### src/rtl/session_controller.sv
`default_nettype none
// +--------------------------------------------------------------------------+
// | Module   : session_controller                                            |
// | Purpose  : Player session FSM with idle timeout and best-score update.   |
// | Revision : 1.0  initial release                                          |
// +--------------------------------------------------------------------------+
module session_controller #(
    parameter int TIMEOUT = 1000
) (
    input  logic       clk,
    input  logic       rst,
    input  logic       LoggedIn,
    input  logic       isGuest,
    input  logic [4:0] PlayerAddress,
    input  logic       StartButton,
    input  logic       LogoutButton,
    input  logic       GameOver,
    input  logic [7:0] Score,
    input  logic [7:0] BestRdData,
    output logic       LogoutCommand,
    output logic       GameEnable,
    output logic [4:0] BestAddr,
    output logic [7:0] BestWrData,
    output logic       BestWrEn,
    output logic       NewBest,
    output logic [2:0] State
);

    localparam int                CNT_W   = $clog2(TIMEOUT);
    localparam logic [CNT_W-1:0]  CNT_MAX = CNT_W'(TIMEOUT - 1);

    typedef enum logic [2:0] {
        IDLE    = 3'd0,
        READY   = 3'd1,
        PLAY    = 3'd2,
        CHECK   = 3'd3,
        SAVE    = 3'd4,
        LOGOUT  = 3'd5,
        WAITOUT = 3'd6
    } state_t;

    state_t           state;
    state_t           nxt;
    logic [CNT_W-1:0] idle_cnt;
    logic [4:0]       addr;
    logic             guest;
    logic [7:0]       score_q;
    logic             wr_en;

    // Loss of login overrides every other transition in the active states.
    always_comb begin
        nxt = state;
        case (state)
            IDLE: begin
                if (LoggedIn) nxt = READY;
            end
            READY: begin
                if (!LoggedIn)                                 nxt = IDLE;
                else if (LogoutButton || idle_cnt == CNT_MAX)  nxt = LOGOUT;
                else if (StartButton)                          nxt = PLAY;
            end
            PLAY: begin
                if (!LoggedIn)          nxt = IDLE;
                else if (GameOver)      nxt = CHECK;
                else if (LogoutButton)  nxt = LOGOUT;
            end
            CHECK: begin
                if (!LoggedIn)                          nxt = IDLE;
                else if (!guest && score_q > BestRdData) nxt = SAVE;
                else                                    nxt = READY;
            end
            SAVE: begin
                nxt = LoggedIn ? READY : IDLE;
            end
            LOGOUT: begin
                nxt = WAITOUT;
            end
            WAITOUT: begin
                if (!LoggedIn) nxt = IDLE;
            end
            default: nxt = IDLE;
        endcase
    end

    always_ff @(posedge clk or negedge rst) begin
        if (!rst) begin
            state         <= IDLE;
            idle_cnt      <= '0;
            addr          <= '0;
            guest         <= 1'b0;
            score_q       <= '0;
            wr_en         <= 1'b0;
            GameEnable    <= 1'b0;
            LogoutCommand <= 1'b0;
            NewBest       <= 1'b0;
        end else begin
            state         <= nxt;
            GameEnable    <= (nxt == PLAY);
            LogoutCommand <= (nxt == LOGOUT);
            wr_en         <= (nxt == SAVE);

            if (state == IDLE && LoggedIn) begin
                addr  <= PlayerAddress;
                guest <= isGuest;
            end

            if (nxt == READY && state != READY)
                idle_cnt <= '0;
            else if (state == READY && idle_cnt != CNT_MAX)
                idle_cnt <= idle_cnt + CNT_W'(1);

            if (state == PLAY && LoggedIn && GameOver)
                score_q <= Score;

            if (state == READY && nxt == PLAY)
                NewBest <= 1'b0;
            if (nxt == SAVE)
                NewBest <= 1'b1;

            // Address survives logout so BestAddr stays stable until next login.
            if (nxt == IDLE && state != IDLE) begin
                guest   <= 1'b0;
                NewBest <= 1'b0;
            end
        end
    end

    // A SAVE cycle that loses login must not commit its write.
    assign BestWrEn   = wr_en & LoggedIn;
    assign BestWrData = score_q;
    assign BestAddr   = addr;
    assign State      = state;

endmodule
`default_nettype wire

### config.mk
export PLATFORM = sky130hd
export DESIGN_NAME = session_controller
export DESIGN_NICKNAME = d
export VERILOG_FILES = /design/src/rtl/session_controller.sv
export SDC_FILE = /design/constraint.sdc
export NUM_CORES = 1
export LEC_CHECK = 0
export CAP_MARGIN = 40
export CORE_UTILIZATION = 45
export CTS_BUF_LIST = sky130_fd_sc_hd__clkbuf_8
export DETAILED_ROUTE_END_ITERATION = 16
export GPL_TIMING_DRIVEN = 0
export PLACE_DENSITY = 0.84
export RECOVER_POWER = 25
export SLEW_MARGIN = 20
export SYNTH_ARGS = -nofsm -noshare
export SYNTH_HDL_FRONTEND = slang
export SYNTH_SLANG_ARGS = --single-unit
### constraint.sdc
create_clock -name clk -period 1.79 [get_ports clk]
set_input_delay 0.358 -clock clk [delete_from_list [all_inputs] [get_ports clk]]
set_output_delay 0.358 -clock clk [all_outputs]
set_load 0.01 [all_outputs]
==> results.py <==
metrics = {
    "setup_path": {
        "cp.required_ns": 1.97,
        "rr_endpoint": "idle_cnt[4]",
        "cp.arrival_ns": 2.26,
        "r2r-start": "BestWrData[4]",
        "critPathCaptureType": "flop",
        "r2r_cells": 8,
        "critical_path_class": "reg -> reg",
        "reg2reg_slack_ns": -0.30,
        "critPathMaxFanout": 5,
        "setup.worst_path.start_class": "flop",
    },
    "place": {
        "port_buffers": 47,
        "dp_hpwl_mm": 2.64,
        "place_area_um2": 2280,
        "placedCellCount": 256,
        "pre_cts_slack_ns": -0.868,
        "place_congestion": 0.796,
    },
    "clocking": {
        "clock_path_buffers": 2,
        "htreeDepth": 2,
        "cts-hold-fix-buffers": 0,
        "cts_buffers": 5,
        "cts-root-buf": "clkbuf_8",
        "path_clk_slew_ns": 0.08,
        "clkLatencyLatePin_ns": 0.30,
        "cts_tree": "done",
        "cts_sinks": 31,
    },
    "route": {
        "drt_wl_total_mm": 4.36,
        "drc_errors": 0,
        "vias_per_cell": 5.47,
        "firstDrtPassIters": 4,
        "ant_nets": 0,
        "wl_per_cell_um": 16.0,
        "drtIter0Drc": 149,
        "vias": 1492,
    },
    "synth": {
        "ys_seq_elements": 31,
        "synth_simple_gate_area_share_pct": 22.0,
        "syn-num-nets": 198,
        "ys_async_sr_fraction_pct": 100,
        "synth_xor_area_share_pct": 4.01,
        "synth_compound_area_share_pct": 10.2,
        "synth_area_per_cell_um2": 10.9,
        "synth_cell_types": 43,
        "synth_ff_type": "dfrtp_1",
        "syn_inst": 161,
        "synth_edf_count": 0,
        "seq_area_frac_synth_pct": 44.4,
        "synthAdderAreaFrac_pct": 6.44,
        "synthesis.area_um2": 1750,
        "synth.area.mux_share_pct": 9.59,
        "synth_top_family_by_area": "simple AND/OR/NAND/NOR gates",
        "yosys_warnings": 0,
    },
    "sta": {
        "setup_violations": 13,
        "post-route-period-util_pct": 117,
        "finalCriticalPeriod_ns": 2.09,
        "fin_skew_ns": 0.0152,
        "slew_violations": 0,
        "maxSlewHeadroom_pct": 49.2,
        "finalWorstSetupSlack_ns": -0.296,
        "rsz0062_at_grt": "yes",
        "worst_slew_pin_slew_ns": 0.761,
        "final.setup.tns_ns": -3.23,
        "fin_hold_ws_ns": 0.123,
        "fmax_mhz": 479,
        "hold_viol": 0,
    },
    "floorplan": {
        "io_pins": 48,
        "core_area_um2": 3690,
        "start_util_pct": 47.4,
        "die_x_um": 64.3,
        "die-height_um": 64.3,
        "die_area_um2": 4140,
        "rows": 22,
    },
    "cells_and_area": {
        "multi_input_area_um2": 1100,
        "fill_cells": 266,
        "instances_no_fill": 273,
        "drive_gt1_share_pct": 32.4,
        "diodes": 0,
        "syn_to_final_growth_pct": 50.3,
        "regArea_um2": 776,
        "fin_util_pct": 71.2,
        "nNetsFinal": 261,
        "fin_area_um2": 2630,
    },
    "global_routing": {
        "grt_pass1_wl_mm": 6.84,
        "grt_max_degree": 32,
        "grt_usage_pct": 22.2,
        "antenna_found_initial": 0,
        "grt_pass1_vias": 1522,
        "grt-ovfl-total": 0,
    },
    "pwr": {
        "seq_power_share_pct": 29.8,
        "pwr-share-comb_pct": 53.6,
        "switching_power_mw": 1.37,
        "p_int_mw": 2.34,
        "total_power_mw": 3.71,
        "ir_drop_uv": 892,
        "pwr-share-clk_pct": 16.6,
        "p_leak_nw": 1.12,
        "p_per_area_nw_per_um2": 1410,
        "swShare_pct": 36.9,
    },
    "outcome": {
        "outcome": "finished, violations left",
        "violations": "setup timing",
    },
    "hold_path": {
        "hold_class": "in -> async",
    },
    "run": {
        "max_cap_violations": 0,
    },
}
==> how the worst max path moves through the flow <==
stage / start / slack (ns) / cells after the start / endpoint
after detailed placement: BestRdData[5] / -0.87 / 9 / idle_cnt[3]
after floorplan: BestWrData[5] / -0.17 / 7 / idle_cnt[4]
after CTS: BestWrData[5] / -0.33 / 9 / idle_cnt[4]
final: BestWrData[4] / -0.30 / 8 / idle_cnt[4]
after global routing: BestWrData[4] / -0.34 / 8 / idle_cnt[1]
after global placement: BestRdData[5] / -0.82 / 9 / idle_cnt[1]
==> power groups by stage <==
stage	Combinational, mW	Clock (mW)	Sequential (mW)
after floorplan	0.858	0	1.16
after global placement	1.52	0	1.08
after detailed placement	1.54	0	1.09
after CTS	1.94	0.619	1.10
after global routing	2.13	0.664	1.14
final	1.99	0.616	1.11
==> timing repair <==
item	in CTS	in global routing
pin swaps	22	13
cloned	1	0
endpoints found under the hold margin	0	0
resized for setup	40	13
setup buffers	6	4
endpoints found under the setup margin	20	16
==> layout make-up <==
cell class | count | area share [%]
Buffer | 3 | 0.810
Timing Repair Buffer | 56 | 20.3
Clock inverter | 1 | 0.143
Multi-Input combinational cell | 117 | 41.8
Inverter | 10 | 1.43
Clock buffer | 7 | 3.67
Tap cell | 48 | 2.29
Sequential cell | 31 | 29.5
==> cells by family after synthesis <==
family | count (synthesis)
and+or+nand+nor | 64
DFF | 31
AOI/OAI and AO/OA | 21
muxes | 15
buffers and inverters | 13
adders and majority gates | 9
xor gates and xnor gates | 8
==> placed cells by master (no fill, tap or decap), types with 2 or more instances in the layout <==
cell	netlist	routed
buf_6	1	4
a21oi_1	4	3
mux2_2	14	14
buf_2	2	2
nand3_1	6	5
clkbuf_2	0	2
nand4_1	3	3
dlygate4sd2_1	0	6
ha_4	0	5
nand2b_1	8	8
o21ai_0	4	3
clkdlybuf4s50_1	0	38
o21ai_4	1	2
inv_1	10	7
nor2_2	0	7
nor2_4	0	3
ha_1	9	4
nand3b_1	2	2
clkbuf_8	0	7
nor3_1	2	2
nor2b_1	5	5
nand2_1	3	3
inv_2	0	4
xnor2_1	4	4
o21ai_2	2	2
and3_1	2	2
buf_4	0	6
dfrtp_1	31	31
nor2_1	19	9
a211oi_4	1	2
xor2_1	4	4
==> cell usage after synthesis (all sizes together), types with 2 or more instances <==
library cell  count  area [um2]
a21oi             4        20.0
nand3b            2        15.0
mux2             14         158
and2              2        12.5
buf               3        21.3
nand2             3        11.3
xor2              4        35.0
o21ai             8        58.8
nor2             19        71.3
nand2b            8        50.1
nand3             6        30.0
xnor2             4        35.0
inv              10        37.5
ha                9         113
nand4             4        31.3
nor2b             5        31.3
a211oi            2        32.5
and4              2        17.5
and3              2        12.5
nor3              4        30.0
dfrtp            31         776
==> routing by layer <==
metal / wire, um / track usage [%] / share of wire, % / vias to the layer above
met5: 0 / 0 / 0 / -
met4: 87 / 12.8 / 2.0 / 0
met3: 202 / 4.29 / 4.6 / 7
met2: 2220 / 35.8 / 51 / 52
met1: 1850 / 27.5 / 42 / 737
li1: - / - / - / 696
==> worst max-delay path, stage by stage, from the launching register on <==
cell      delay [ns]
dfrtp_1         0.42
ha_4            0.27
and4_4          0.24
nand4_1         0.25
o31ai_4         0.15
o21ai_4         0.12
a211oi_4        0.28
buf_6           0.18
o21ai_2         0.06
==> state kept, by name, summed over array words and instances (netlist names) <==
register / flops
BestAddr: 5
BestWrData: 8
State: 3
LogoutCommand: 1
wr_en: 1
GameEnable: 1
idle_cnt: 10
guest: 1
NewBest: 1
Note: power is estimated with default switching activity, not from simulation.
